### config.mk
export PLATFORM = sky130hd
export DESIGN_NAME = tdoa_uart_scheduler
export DESIGN_NICKNAME = d
export VERILOG_FILES = /design/src/rtl/tdoa_uart_scheduler.sv
export SDC_FILE = /design/constraint.sdc
export NUM_CORES = 1
export LEC_CHECK = 0
export CAP_MARGIN = 40
export CORE_UTILIZATION = 48
export DETAILED_ROUTE_END_ITERATION = 8
export PLACE_DENSITY = 0.95
export SLEW_MARGIN = 20
export SYNTH_ARGS = -nofsm -noshare
export SYNTH_HDL_FRONTEND = slang
export SYNTH_SLANG_ARGS = --single-unit
### constraint.sdc
create_clock -name clk -period 4.2 [get_ports clk]
set_input_delay 0.63 -clock clk [delete_from_list [all_inputs] [get_ports clk]]
set_output_delay 0.63 -clock clk [all_outputs]
set_load 0.1 [all_outputs]
### src/rtl/tdoa_uart_scheduler.sv
// tdoa_uart_scheduler
// Round-robin scheduler that shares one uart_tx serializer between N_CH
// timestamp-capture channels. The granted channel's timestamp is framed as
// HDR_BYTE, channel id, timestamp bytes MSB first, and each byte is handed to
// uart_tx through its DV/active/done handshake.
// Optional feature: define CHECKSUM_EN to append one trailing XOR checksum byte.
module tdoa_uart_scheduler #(
  parameter int         N_CH     = 4,
  parameter int         TS_W     = 32,
  parameter logic [7:0] HDR_BYTE = 8'hA5
) (
  input  logic                 clk,
  input  logic                 reset_n,
  input  logic [N_CH-1:0]      req,
  input  logic [N_CH*TS_W-1:0] ts_flat,
  output logic [N_CH-1:0]      ack,
  output logic                 tx_dv,
  output logic [7:0]           tx_byte,
  input  logic                 tx_active,
  input  logic                 tx_done,
  output logic                 busy
);

  localparam int TS_BYTES = TS_W / 8;
`ifdef CHECKSUM_EN
  localparam int PKT_LEN = 3 + TS_BYTES;
`else
  localparam int PKT_LEN = 2 + TS_BYTES;
`endif
  localparam int IDX_W = $clog2(3 + TS_BYTES);
  localparam int CH_W  = (N_CH > 1) ? $clog2(N_CH) : 1;
  localparam logic [IDX_W-1:0] LAST_IDX = IDX_W'(PKT_LEN - 1);

  typedef enum logic [2:0] {IDLE, GRANT, LOAD, SEND, WAIT} state_t;
  state_t state_reg, state_next;

  logic [CH_W-1:0]  rr_ptr_reg;
  logic [CH_W-1:0]  ch_reg;
  logic [CH_W-1:0]  pick;
  logic [TS_W-1:0]  ts_reg;
  logic [IDX_W-1:0] byte_idx_reg;
  logic [N_CH-1:0]  ack_reg;
  logic [N_CH-1:0]  ack_d_reg;
  logic [N_CH-1:0]  eligible;
  logic [N_CH-1:0]  pick_onehot;
  logic             tx_dv_reg;
  logic             busy_reg;
  logic             found;
  logic [7:0]       tx_byte_reg;
  logic [7:0]       pkt_byte;
  logic [7:0]       pkt [PKT_LEN];
  int               cand;

  // A requester may still hold req during its ack cycle and the one after;
  // those channels are masked so the same capture is never granted twice.
  assign eligible = req & ~(ack_reg | ack_d_reg);

  // Round-robin search: first eligible channel at or after rr_ptr, wrapping.
  always_comb begin
    found = 1'b0;
    pick  = '0;
    cand  = 0;
    for (int i = 0; i < N_CH; i++) begin
      cand = int'(rr_ptr_reg) + i;
      if (cand >= N_CH) cand = cand - N_CH;
      if (!found && eligible[cand[CH_W-1:0]]) begin
        found = 1'b1;
        pick  = cand[CH_W-1:0];
      end
    end
  end

  for (genvar gi = 0; gi < N_CH; gi++) begin : g_onehot
    assign pick_onehot[gi] = (pick == CH_W'(gi));
  end

  // Packet image built from the latched channel and timestamp only.
  assign pkt[0] = HDR_BYTE;
  assign pkt[1] = 8'(ch_reg);
  for (genvar gi = 0; gi < TS_BYTES; gi++) begin : g_ts_bytes
    assign pkt[2+gi] = ts_reg[(TS_BYTES-1-gi)*8 +: 8];
  end

`ifdef CHECKSUM_EN
  logic [7:0] csum;

  // Checksum covers header, id and every timestamp byte.
  always_comb begin
    csum = pkt[0] ^ pkt[1];
    for (int i = 0; i < TS_BYTES; i++) begin
      csum = csum ^ pkt[2+i];
    end
  end

  assign pkt[PKT_LEN-1] = csum;
`endif

  // Select the byte currently being offered to uart_tx.
  always_comb begin
    pkt_byte = 8'h00;
    if (byte_idx_reg <= LAST_IDX) pkt_byte = pkt[byte_idx_reg];
  end

  // State register.
  always_ff @(posedge clk or negedge reset_n) begin
    if (!reset_n) state_reg <= IDLE;
    else          state_reg <= state_next;
  end

  // Next-state logic; SEND falls back to LOAD if the serializer became busy.
  always_comb begin
    state_next = state_reg;
    case (state_reg)
      IDLE:    if (|eligible) state_next = GRANT;
      GRANT:   state_next = found ? LOAD : IDLE;
      LOAD:    if (!tx_active) state_next = SEND;
      SEND:    state_next = tx_active ? LOAD : WAIT;
      WAIT:    if (tx_done) state_next = (byte_idx_reg == LAST_IDX) ? IDLE : LOAD;
      default: state_next = IDLE;
    endcase
  end

  // Datapath: grant latch, byte staging, DV strobe and busy flag.
  always_ff @(posedge clk or negedge reset_n) begin
    if (!reset_n) begin
      rr_ptr_reg   <= '0;
      ch_reg       <= '0;
      ts_reg       <= '0;
      byte_idx_reg <= '0;
      ack_reg      <= '0;
      ack_d_reg    <= '0;
      tx_dv_reg    <= 1'b0;
      tx_byte_reg  <= 8'h00;
      busy_reg     <= 1'b0;
    end else begin
      ack_reg   <= '0;
      ack_d_reg <= ack_reg;
      tx_dv_reg <= 1'b0;
      case (state_reg)
        GRANT: if (found) begin
          ack_reg      <= pick_onehot;
          ch_reg       <= pick;
          ts_reg       <= ts_flat[pick*TS_W +: TS_W];
          busy_reg     <= 1'b1;
          rr_ptr_reg   <= (pick == CH_W'(N_CH - 1)) ? '0 : pick + 1'b1;
          byte_idx_reg <= '0;
        end
        LOAD:  tx_byte_reg <= pkt_byte;
        SEND:  if (!tx_active) tx_dv_reg <= 1'b1;
        WAIT:  if (tx_done) begin
          if (byte_idx_reg == LAST_IDX) busy_reg <= 1'b0;
          else                          byte_idx_reg <= byte_idx_reg + 1'b1;
        end
        default: ;
      endcase
    end
  end

  assign ack     = ack_reg;
  assign tx_dv   = tx_dv_reg;
  assign tx_byte = tx_byte_reg;
  assign busy    = busy_reg;

endmodule

==> results.md, run 1 <==
- Final hold violation count: 0
- CP endpoint kind: flop
- CTS Buf Count: 9
- GR Util All Layers: 26.7%
- Hpwl dp: 8400 µm
- Reg2reg start: ack[1]
- Flops & latches, synth: 60
- Worst-margin pin slew: 0.618 ns
- Gr ovfl total: 0
- First-pass GRT wire length: 17400 µm
- CP Data Arrival Time: 3.44 ns
- Hold buffer count at CTS: 0
- CORE AREA: 7730 µm²
- CTS Buffer Depth: 2
- Synth warnings: 0
- Antenna cells: 0
- Status: completed
- Fin cells: 603
- Post-synthesis sequential area ratio: 39.3%
- Post-CTS Setup Bufs: 0
- Initial Util: 49.5%
- Post-synth top area cell: dfrtp_1
- Area share of the leading cell type in the synthesized netlist: 39.3%
- Most frequent cells in the layout: clkdlybuf4s50_1, mux2i_1, dfrtp_1
- Post-synth cell types: 51
- H-tree depth: 3
- Insertion delay to the later sink of the worst-skew pair: 0.34 ns
- I/O Buffers: 149
- Synth Instances: 341
- Die Y: 91.3 µm
- Post-Syn Area: 3820 µm²
- Register-to-Register Setup Slack: 1.33 ns
- Max FO, Critical Path: 44
- RSZ-0062 raised after global routing: false
- CTS tree: built
- Fmax: 312 MHz
- Final critical-path share of the clock period: 76.2%
- Max-slew violation count: 0
- Power Density: 560 nW/µm²
- Worst R2R Path Depth: 7
- Worst rel slew slack: 58.8%
- Clock sinks: 60
- Cell Rows: 32
- Clock Tree Root: clkbuf_8
- CTS clk-pin slew, worst paths: 0.07 ns
- Die area: 8330 µm²
- Number of max-cap violations: 0
- Largest net degree at the start of global routing: 45
- Max reg flops: 32
- Synth area leaders: dfrtp_1, mux2i_1, a221oi_2
- DRC viols: 0
- Via Count: 3497
- Worst R2R End: ts_reg[16]
- Post-CTS Resized: 0
- Filler instances: 474
- DRT Pass-1 Iters: 7
- Layout cells sized above 1: 15.6%
- Area growth, synth to finish: 50.0%
- Initial antenna violation count: 0
- Leak: 2.36 nW
- WL/cell: 18.1 µm
- Syn Nets: 481
- Vias in the first global route: 3595
- Async SR Flop Fraction: 100%
- GP Congestion: 0.773
- Via-per-instance ratio: 5.80
- Synth Flop Type: dfrtp_1
- WS Path Type: primary input to flop
- Fin Setup TNS: 0 ns
- Hold Path Class: primary input to async pin
- Peak VDD IR: 0.000470 V
- Placed cells: 588
- Final wirelength: 10900 µm
- EDFF count, synth: 0
- Layout Nets: 637
- Commonest non-fill, non-tap cell in the layout: clkdlybuf4s50_1
- Initial DRC count: 314
- IO Pins: 150
- WP data required: 4.44 ns
- # setup viols final: 0
- Min cycle time layout: 3.20 ns
- Startpoint types: primary input
- Mapped Avg Cell Area: 11.2 µm²
- Final Skew: 0.00868 ns
- ANT nets after route: 0
- Die Wd: 91.3 µm
critical path, stage by stage:
cell and delay [ns]:
clkdlybuf4s50_1 0.45, or3b_1 0.43, a221o_1 0.37, nand3_2 0.14, clkinv_2 0.43, buf_12 0.39, mux2i_1 0.21, a221oi_2 0.34
cell families after synthesis:
| kind of cell | Yosys count | synth area share (%) |
|---|---|---|
| buf+inv | 32 | 5.69 |
| compound gates | 80 | 21.7 |
| mux | 78 | 20.6 |
| flops | 60 | 39.3 |
| simple gates | 87 | 11.5 |
| fa+ha+maj | 4 | 1.31 |
through the flow:
stage	instance area [µm²]	setup slack [ns]	util, %	hold WS, ns	total power (W)
3_3_place_gp	5320	0.891	68.8	0.409	0.00251
5_1_grt	5740	0.912	74.2	0.164	0.00338
2_1_floorplan	3820	1.62	-	0.334	0.00218
6_report	5740	1.00	74.2	0.154	0.00321
4_1_cts	5740	1.04	74.2	0.155	0.00321
3_5_place_dp	5550	0.679	71.8	0.417	0.00269
worst max path at each step:
stage,startpoint,to
5_1_grt,req[1],ts_reg[16]
4_1_cts,req[1],ts_reg[16]
6_report,req[1],ts_reg[16]
3_5_place_dp,req[1],ts_reg[16]
2_1_floorplan,ack[1],rr_ptr_reg[1]
3_3_place_gp,req[1],ts_reg[16]
per-layer routing:
metal | track usage (%) | vias to the layer above | routed length, µm
li1 | - | 1613 | -
met1 | 31.8 | 1678 | 4260
met2 | 47.3 | 179 | 5700
met3 | 5.53 | 27 | 677
met4 | 10.2 | 0 | 285
met5 | 0 | - | 0
synth_stat cells (2+ instances only):
cell type,number
mux2i_1,73
dfrtp_1,60
o22ai_1,9
nor3_1,3
clkbuf_1,4
inv_1,5
buf_2,12
nand2b_1,3
a221oi_1,3
a22o_1,11
a221oi_2,28
nor2_1,42
buf_12,2
a21o_1,3
a31oi_1,4
buf_6,4
mux2_2,5
nand2_1,11
a21oi_1,7
nor2b_1,5
or3b_1,5
ha_1,4
nor3b_1,2
o21ai_0,4
nand3_1,4
and2_1,3
layout make-up:
type	instances	area, µm²	area share [%]
inverters	7	32.5	0.567
flip-flops and latches	60	1500	26.2
clock buffers	11	141	2.46
clock inverters	4	50.0	0.872
multi-input cells	249	2110	36.8
repair buffers	170	1770	30.9
well taps	102	128	2.22
where the power goes:
part / internal [W] / total (W) / leakage [nW] / switching, W
Clock: 0.000286 / 0.000507 / 0.0914 / 0.000221
Combinational: 0.000786 / 0.00173 / 1.56 / 0.000947
Sequential: 0.000788 / 0.000972 / 0.702 / 0.000184
No activity file was read; power rests on OpenSTA's default activity.
==> inputs of run 2 (changes only) <==
- CORE_UTILIZATION: 48 -> 40
- PLACE_DENSITY: 0.95 -> 0.86
- clock period: 4.2 -> 2.8 ns (I/O delays scaled with it)
==> run 2 against run 1 <==
Net effect: register-to-register slack got worse by 0.84 ns; total power grew 44%; final area is 2.0% lower; sequential power increased by 50%; core utilization decreased by 13 points; clock power increased by 35%; flip-flop and latch count did not move; wire length down 4.3%; via count is 3.3% lower; final cell count is 4.0% higher.
==> results.md, run 2 (synthesis gave the netlist of run 1 again) <==
- Final hold violation count: 0
- Peak VDD IR: 0.000441 V
- Final worst setup slack: 0.359 ns
- Max reg flops: 32
- Filler instances: 777
- First-pass GRT wire length: 16800 µm
- Die Y: 99.8 µm
- Insertion delay to the later sink of the worst-skew pair: 0.34 ns
- Final critical-path share of the clock period: 87.2%
- DRT Pass-1 Iters: 6
- Min cycle time layout: 2.44 ns
- Die area: 9950 µm²
- Post-CTS Setup Bufs: 0
- Layout cells sized above 1: 17.5%
- Fmax: 410 MHz
- Status: completed
- Combined area of the multi-input logic cells: 2120 µm²
- Most frequent cells in the layout: clkdlybuf4s50_1, mux2i_1, dfrtp_1
- Post-CTS Resized: 0
- Cell Rows: 35
- Startpoint types: primary input
- Antenna cells: 0
- Crit. Startpoint: req[1]
- Die Wd: 99.8 µm
- WL/cell: 16.7 µm
- Clock Tree Root: clkbuf_8
- CTS Buf Count: 9
- Via Count: 3381
- GP Congestion: 0.813
- Initial DRC count: 160
- Layout Nets: 634
- CTS tree: built
- Pre-CTS setup slack: 0.0114 ns
- Clock sinks: 60
- CTS clk-pin slew, worst paths: 0.07 ns
- WS Path Type: primary input to flop
- # setup viols final: 0
- Initial antenna violation count: 0
- Placed Area: 5450 µm²
- Hold buffer count at CTS: 1
- Number of max-cap violations: 0
- WP data required: 3.05 ns
- CP endpoint kind: flop
- GR Util All Layers: 21.6%
- CTS Buffer Depth: 2
- Worst rel slew slack: 52.7%
- Register-to-Register Setup Slack: 0.49 ns
- Min-delay src: ack[1]
- Max FO, Critical Path: 39
- Commonest non-fill, non-tap cell in the layout: clkdlybuf4s50_1
- Final wirelength: 10500 µm
- Initial Util: 41.4%
- CP Data Arrival Time: 2.69 ns
- Largest net degree at the start of global routing: 40
- Hold Path Class: flop to flop
- Vias in the first global route: 3491
- IO Pins: 150
- Reg2reg start: ack[1]
- Worst-margin pin slew: 0.709 ns
- Reg area: 1500 µm²
- Max-slew violation count: 0
- Final Skew: 0.00762 ns
- Hpwl dp: 8190 µm
- ANT nets after route: 0
- I/O Buffers: 149
- CORE AREA: 9240 µm²
- RSZ-0062 raised after global routing: false
- Area growth, synth to finish: 47.1%
- Finished Cell Area: 5620 µm²
- Leak: 2.33 nW
- H-tree depth: 3
- DRC viols: 0
- Via-per-instance ratio: 5.39
- Power Density: 820 nW/µm²
- Gr ovfl total: 0
[run 2: final timing paths]
path,to,depth (start not counted)
max reg2reg,ts_reg[31],7
max in group asynchronous,ts_reg[12],3
min reg2reg,ack_d_reg[1],0
min in group asynchronous,ack_d_reg[1],2
max,ts_reg[31],8
min,ack_d_reg[1],0
[run 2: power by group]
group / switching, W / total [W] / internal [W]
Sequential: 0.000281 / 0.00146 / 0.00118
Clock: 0.000321 / 0.000683 / 0.000362
Combinational: 0.00137 / 0.00247 / 0.00109
[run 2: worst max-delay path, stage by stage]
cell,delay [ns]
clkdlybuf4s50_1,0.45
or3b_1,0.42
a221o_1,0.36
nand3_2,0.14
clkinv_2,0.15
buf_12,0.22
mux2i_1,0.20
a221oi_2,0.29
[run 2: cell type report]
class / count / area share, %
clock buffer: 13 / 2.83
clock inverter: 2 / 0.178
inverter: 7 / 0.578
multi-input combinational: 249 / 37.7
sequential: 60 / 26.7
tap: 129 / 2.87
timing repair buffer: 167 / 29.1
[run 2: layer usage]
layer  share of wire [%]  track usage (%)
met1                  41             25.8
met2                  51             38.2
met3                 6.4             4.87
met4                 1.6             7.58
met5                   0                0
[run 2: metrics by stage]
stage	hold slack, ns	std cells	util, %	setup TNS (ns)	total power, W
4_1_cts	0.411	627	60.9	0	0.00462
3_5_place_dp	0.283	611	58.9	0	0.00393
6_report	0.406	627	60.9	0	0.00461
5_1_grt	0.434	627	60.9	0	0.00487
2_1_floorplan	0.124	341	-	0	0.00328
3_3_place_gp	0.283	610	58.7	-1.33	0.00384
